[src/rtl/regfile_mp.sv]
// Parametrised multi-port register file with two write ports,
// optional bypass / zero register and a one-entry-per-cycle soft clear.
module regfile_mp #(
    parameter int DATA_W   = 16,
    parameter int ADDR_W   = 4,
    parameter int NUM_RD   = 2,
    parameter int BYPASS   = 1,
    parameter int ZERO_REG = 0
) (
    input  logic                       clk,
    input  logic                       rst_n,
    input  logic [NUM_RD*ADDR_W-1:0]   rd_addr,
    input  logic [NUM_RD-1:0]          rd_en,
    output logic [NUM_RD*DATA_W-1:0]   rd_data,
    input  logic                       we0,
    input  logic [ADDR_W-1:0]          waddr0,
    input  logic [DATA_W-1:0]          wdata0,
    input  logic                       we1,
    input  logic [ADDR_W-1:0]          waddr1,
    input  logic [DATA_W-1:0]          wdata1,
    input  logic                       clr_req,
    output logic                       busy
);

    localparam int DEPTH = 2 ** ADDR_W;

    typedef enum logic {
        IDLE,
        CLEAR
    } state_t;

    state_t              state;
    state_t              state_n;
    logic [ADDR_W-1:0]   cnt;
    logic [DATA_W-1:0]   mem [DEPTH];
    logic [DATA_W-1:0]   rv  [NUM_RD];
    logic                wr_ok;
    logic                w0;
    logic                w1;

    // Writes are refused on the request edge and throughout a clear
    assign wr_ok = (state == IDLE) && !clr_req;
    assign w0 = we0 && wr_ok
             && !(ZERO_REG != 0 && waddr0 == '0);
    assign w1 = we1 && wr_ok
             && !(ZERO_REG != 0 && waddr1 == '0)
             && !(w0 && waddr1 == waddr0);

    always_comb begin
        state_n = state;
        unique case (state)
            IDLE:    if (clr_req) state_n = CLEAR;
            CLEAR:   if (cnt == {ADDR_W{1'b1}}) state_n = IDLE;
            default: state_n = IDLE;
        endcase
    end

    always_ff @(posedge clk or negedge rst_n) begin
        if (!rst_n) begin
            state <= IDLE;
            busy  <= 1'b0;
            cnt   <= '0;
        end else begin
            state <= state_n;
            busy  <= (state_n == CLEAR);
            if (state == CLEAR) cnt <= cnt + 1'b1;
            else                cnt <= '0;
        end
    end

    always_ff @(posedge clk or negedge rst_n) begin
        if (!rst_n) begin
            for (int i = 0; i < DEPTH; i++) mem[i] <= '0;
        end else begin
            if (state == CLEAR) mem[cnt] <= '0;
            if (w0) mem[waddr0] <= wdata0;
            if (w1) mem[waddr1] <= wdata1;
        end
    end

    // Port 0 forwarding is applied last so it wins over port 1
    always_comb begin
        for (int k = 0; k < NUM_RD; k++) begin
            rv[k] = mem[rd_addr[k*ADDR_W +: ADDR_W]];
            if (BYPASS != 0 && w1
                && waddr1 == rd_addr[k*ADDR_W +: ADDR_W])
                rv[k] = wdata1;
            if (BYPASS != 0 && w0
                && waddr0 == rd_addr[k*ADDR_W +: ADDR_W])
                rv[k] = wdata0;
            if (ZERO_REG != 0
                && rd_addr[k*ADDR_W +: ADDR_W] == '0)
                rv[k] = '0;
        end
    end

    always_ff @(posedge clk or negedge rst_n) begin
        if (!rst_n) begin
            rd_data <= '0;
        end else begin
            for (int k = 0; k < NUM_RD; k++)
                if (rd_en[k]) rd_data[k*DATA_W +: DATA_W] <= rv[k];
        end
    end

endmodule

[config.mk]
export PLATFORM = sky130hd
export DESIGN_NAME = regfile_mp
export DESIGN_NICKNAME = d
export VERILOG_FILES = /design/src/rtl/regfile_mp.sv
export SDC_FILE = /design/constraint.sdc
export NUM_CORES = 1
export LEC_CHECK = 0
export ABC_AREA = 0
export CORE_MARGIN = 2
export CORE_UTILIZATION = 25
export DETAILED_ROUTE_END_ITERATION = 8
export HOLD_SLACK_MARGIN = 0.08
export SETUP_SLACK_MARGIN = 0.3
export SLEW_MARGIN = 20
export SYNTH_ARGS = -nofsm -noshare
export SYNTH_HDL_FRONTEND = slang
export SYNTH_SLANG_ARGS = --single-unit
export TNS_END_PERCENT = 30
[constraint.sdc]
create_clock -name clk -period 2.6 [get_ports clk]
set_input_delay 0.39 -clock clk [delete_from_list [all_inputs] [get_ports clk]]
set_output_delay 0.39 -clock clk [all_outputs]
set_load 0.005 [all_outputs]
Word-level counts from Yosys, hierarchy flattened
Index checks and enable logic that the tools add are counted.

storage, ports and cells
  bits in registers = 293
  bits of input ports = 55
  output and inout port bits = 33
  logic and storage cells = 82

cells by class
  add/subtract/negate cells = 1
  magnitude comparators = 8
  eq/ne operators = 6
  multiplexer cells = 25
  bitwise gates (word level) = 8
  reductions and logical operators = 14

operators by type and width
  kind                   count
  $mux W256              3
  $bwmux W256            2
  $and A256 B256 Y256    1
  $not A256 Y256         1
  $demux W16 S4          3
  $mux W16               11
  $bmux W16 S4           2
  $ge A5 B5 Y1 const B   5
  $not A4 Y5             5
  $eq A4 B4 Y1           5
  $lt A5 B1 Y1 const B   3
  $logic_and A1 B1 Y1    12
  $add A4 B1 Y4 const B  1
  $eq A4 B4 Y1 const B   1
  $mux W4                1
  $logic_not A1 Y1       2
  $mux W1                2
  $pmux W1 S2            1
  $not A1 Y1             1

Logic depth before layout (Yosys ltp)
  word-level depth = 12
  mapped depth = 10
  mapped depth without buffers = 6

Least setup slack after synthesis
No wires, ideal clock.

  path type = input to register
  start = input rd_addr[4]
  end = register rd_data[16]
  setup time = 0.132 ns
  arrival time = 2.012 ns
  slack = 0.456 ns
  stages on the path = 7
  path buffers = 2
  path through = buf_2 buf_2 mux4_2 a22oi_1 nand2_1 o311ai_0 a2bb2oi_1

between the ends
  word-level cells in the longest chain between the ends = 6

RTL lines
  what                                         line  source
  start, declared                              12    input logic [NUM_RD*ADDR_W-1:0] rd_addr,
  $not A4 Y5 (implied by the code)             84    rv[k] = mem[rd_addr[k*ADDR_W +: ADDR_W]];
  $bmux W16 S4                                 84
  $mux W16 (implied by the code) (2 in a row)  84
  $mux W16                                     85    if (BYPASS != 0 && w1
  $mux W16 *                                   88    if (BYPASS != 0 && w0
  end signal, assigned by index                102   if (rd_en[k]) rd_data[k*DATA_W +: DATA_W] <= rv[k];
  end, declared                                14    output logic [NUM_RD*DATA_W-1:0] rd_data,

Mark *: on every way between the ends. The rest lies on a longest branch, timed or not. The select of a mux whose other input is x is not followed.
A chain may end at the register's enable or synchronous reset.

Worst setup path after layout
  start = register state
  end = register mem[228] in the netlist's numbering

between the ends
  word-level cells in the longest chain between the ends = 7

RTL lines
  what                                                               line  source
  start, declared                                                    32    state_t state;
  start signal, assigned                                             64    state <= state_n;
  parallel branches: the longest is 6 deep, another holds $mux W256  n/a
  $mux W256 *                                                        77    if (w1) mem[waddr1] <= wdata1;
  end signal, assigned by index                                      76    if (w0) mem[waddr0] <= wdata0;
  end signal, assigned by index                                      77
  end, declared                                                      35    logic [DATA_W-1:0] mem [DEPTH];

Mark *: on every way between the ends.

==> results.toml <==
[cells_and_area]
regArea_um2 = 7330
diodes = 0
area_growth_pct = 22.3
fill_cells = 7743
instances_no_fill = 3068
num-nets-final = 2127
drive_above_1_share_pct = 18.9
multiInputGateArea_um2 = 10400
design_area_um2 = 23200
layout_common_cells = "dfrtp_1 (292), nor2_1 (239), buf_4 (142), mux4_2 (124)"
layout_commonest_cell = "dfrtp_1"

[power]
powerDensity_nw_per_um2 = 727
cellLeakagePower_nw = 9.78
peakVddDrop_mv = 0.447

[yosys]
synth_cell_types = 56
synthCells = 1989
async_flop_share_pct = 100
synth_top_area_cell = "dfrtp_1"
synth.cell_area_um2 = 19000
yosysSeqAreaShare_pct = 38.6
ys.warnings.count = 0
synthTopCellsByArea = "dfrtp_1 (39%), mux4_2 (15%), nor2_1 (4.7%)"
synth_nets = 2049
synth.ff_latch_count = 293
synth_top_area_share_pct = 38.6
syn_avg_cell_area_um2 = 9.56
synth_edf_count = 0
synth-main-ff-cell = "dfrtp_1"

[sta]
drv_slew = 0
post-route-period-util_pct = 85.8
setup_slack_ns = 0.368
hold_viol_final = 0
max_freq_mhz = 448
rsz0062_at_grt = "true"
setup_viol = 0
worst_slew_pin_slew_ns = 0.730
slew_headroom_pct = 51.3
finClkSkew_ns = 0.0237
setup_tns_ns = 0
final.min_clock_period_ns = 2.23

[grt]
grt_use_total_pct = 21.2
grt_max_degree = 67
overflow = 0
grt_pass1_vias = 18534
antenna_found_initial = 1
grt_pass1_wl_um = 124000

[clocking]
post-cts-setup-buffer-count = 0
clock_latency_ns = 0.54
clockBufferDepth = 3
tritoncts = "built"
cts-root-buf = "clkbuf_16"
htreeDepth = 2
path_clk_slew_ns = 0.06
tritoncts.num_buffers = 35
cts_sinks = 293

[place]
port_buffers = 87
globalplace.congestion = 0.912
placed_cell_area_um2 = 22100
hpwl_um = 55600
dp.cells = 3007
place_ws_ns = -0.116

[floorplanning]
ios = 88
start_util_pct = 25.2
die_h_um = 280
coreArea_um2 = 75600
fp-row-count = 101
dieArea_um2 = 78300
die_w_um = 280

[drt]
firstDrtPassIters = 7
ant_nets = 0
wl_per_cell_um = 27.5
vias = 18725
drc_errors = 0
drtIter0Drc = 2602
routed_via_density = 6.10
finalWirelength_um = 84500

[setup_path]
slowest_delay_ns = 0.54
end_kind = "flop"
crit_slowest_cell = "or4_1"
crit_type = "reg2reg"
crit_path_max_fanout = 32
cp.depth = 6
crit_buf_inv = 1
path_cells = "or3b_4 -> or4_1 -> buf_12 -> and3_1 -> o21ai_0 -> o21ai_0"
r2r.worst_path.cells = 6
worstPathRequired_ns = 3.00
cpLargestDelayFamily = "simple AND/OR/NAND/NOR gates"
cp.arrival_ns = 2.63
crit_top_cell = "o21ai_0"
critPathLaunchType = "flop"

[job]
max_cap_violations = 0

[min_path]
hold_path.class = "in2async"

[run_status]
outcome = "complete, no violations"
[area by class of cell]
| type | count | share of cell area [%] |
|---|---|---|
| Inverter | 66 | 1.07 |
| Timing Repair Buffer | 275 | 12.4 |
| Sequential cell | 293 | 31.5 |
| Clock buffer | 55 | 4.52 |
| Multi-Input combinational cell | 1396 | 44.9 |
| Tap cell | 978 | 5.26 |
| Clock inverter | 5 | 0.231 |
[power breakdown]
group          leakage, nW  total (mW)  internal, mW  switching [mW]
combinational         5.22        5.17          2.47            2.70
sequential            4.01        6.80          5.73            1.08
clock                0.545        4.94          2.86            2.07
[stage by stage]
| stage | hold WS [ns] | power, mW | util [%] |
|---|---|---|---|
| 2_1_floorplan | 0.0944 | 9.55 | - |
| 3_3_place_gp | 0.393 | 11.6 | 29.3 |
| 3_5_place_dp | 0.396 | 11.8 | 29.3 |
| 4_1_cts | 0.432 | 16.8 | 30.8 |
| 5_1_grt | 0.465 | 17.6 | 30.8 |
| 6_report | 0.415 | 16.9 | 30.8 |
[cells in the mapped netlist (20+ instances only)]
master / count
dfrtp_1: 293
nor2_1: 239
clkbuf_1: 151
a21oi_1: 125
mux4_2: 124
o21ai_0: 124
nand2_1: 117
a311oi_1: 97
and3_1: 86
o21ai_1: 68
inv_1: 66
buf_2: 54
o21a_1: 49
a22oi_1: 48
o311ai_0: 37
a31oi_1: 31
nand2b_1: 22
nand3_1: 21
nand4_1: 20
[metal layers]
layer / global-route usage (%) / part of all wire (%)
met1: 27.1 / 37
met2: 31.7 / 43
met3: 6.22 / 13
met4: 12.8 / 7.0
met5: 0 / 0
[state kept, by name (all words and copies together) (netlist names)]
signal / flops
cnt: 4
rd_data: 32
state: 1
mem: 256
[cells by family after synthesis]
kind of cell | after synthesis | share of synthesized area [%]
compound gates | 671 | 23.7
buf+inv | 300 | 6.99
fa+ha+maj | 5 | 0.329
mux | 126 | 14.8
simple gates | 572 | 14.6
flops | 293 | 38.6
xor+xnor | 22 | 1.01
[repair_timing]
| item | in CTS | in global routing |
|---|---|---|
| hold endpoints to repair | 61 | 0 |
| setup endpoints to repair | 0 | 14 |
| hold buffers | 1 | 0 |
| resized for setup | 0 | 3 |
[path summary, 6_finish.rpt]
path | slack [ns] | to | from
max in group asynchronous | 1.33 | mem[248]$_DFF_PN0_ | rst_n
worst max register to register | 0.37 | mem[228]$_DFF_PN0_ | state$_DFF_PN0_
worst min register to register | 0.58 | rd_data[25]$_DFFE_PN0P_ | rd_data[25]$_DFFE_PN0P_
worst min-delay path | 0.41 | mem[176]$_DFF_PN0_ | rst_n
min in group clk | 0.58 | rd_data[25]$_DFFE_PN0P_ | rd_data[25]$_DFFE_PN0P_
worst max-delay path | 0.37 | mem[228]$_DFF_PN0_ | state$_DFF_PN0_
Note: power is estimated with default switching activity, not from simulation.
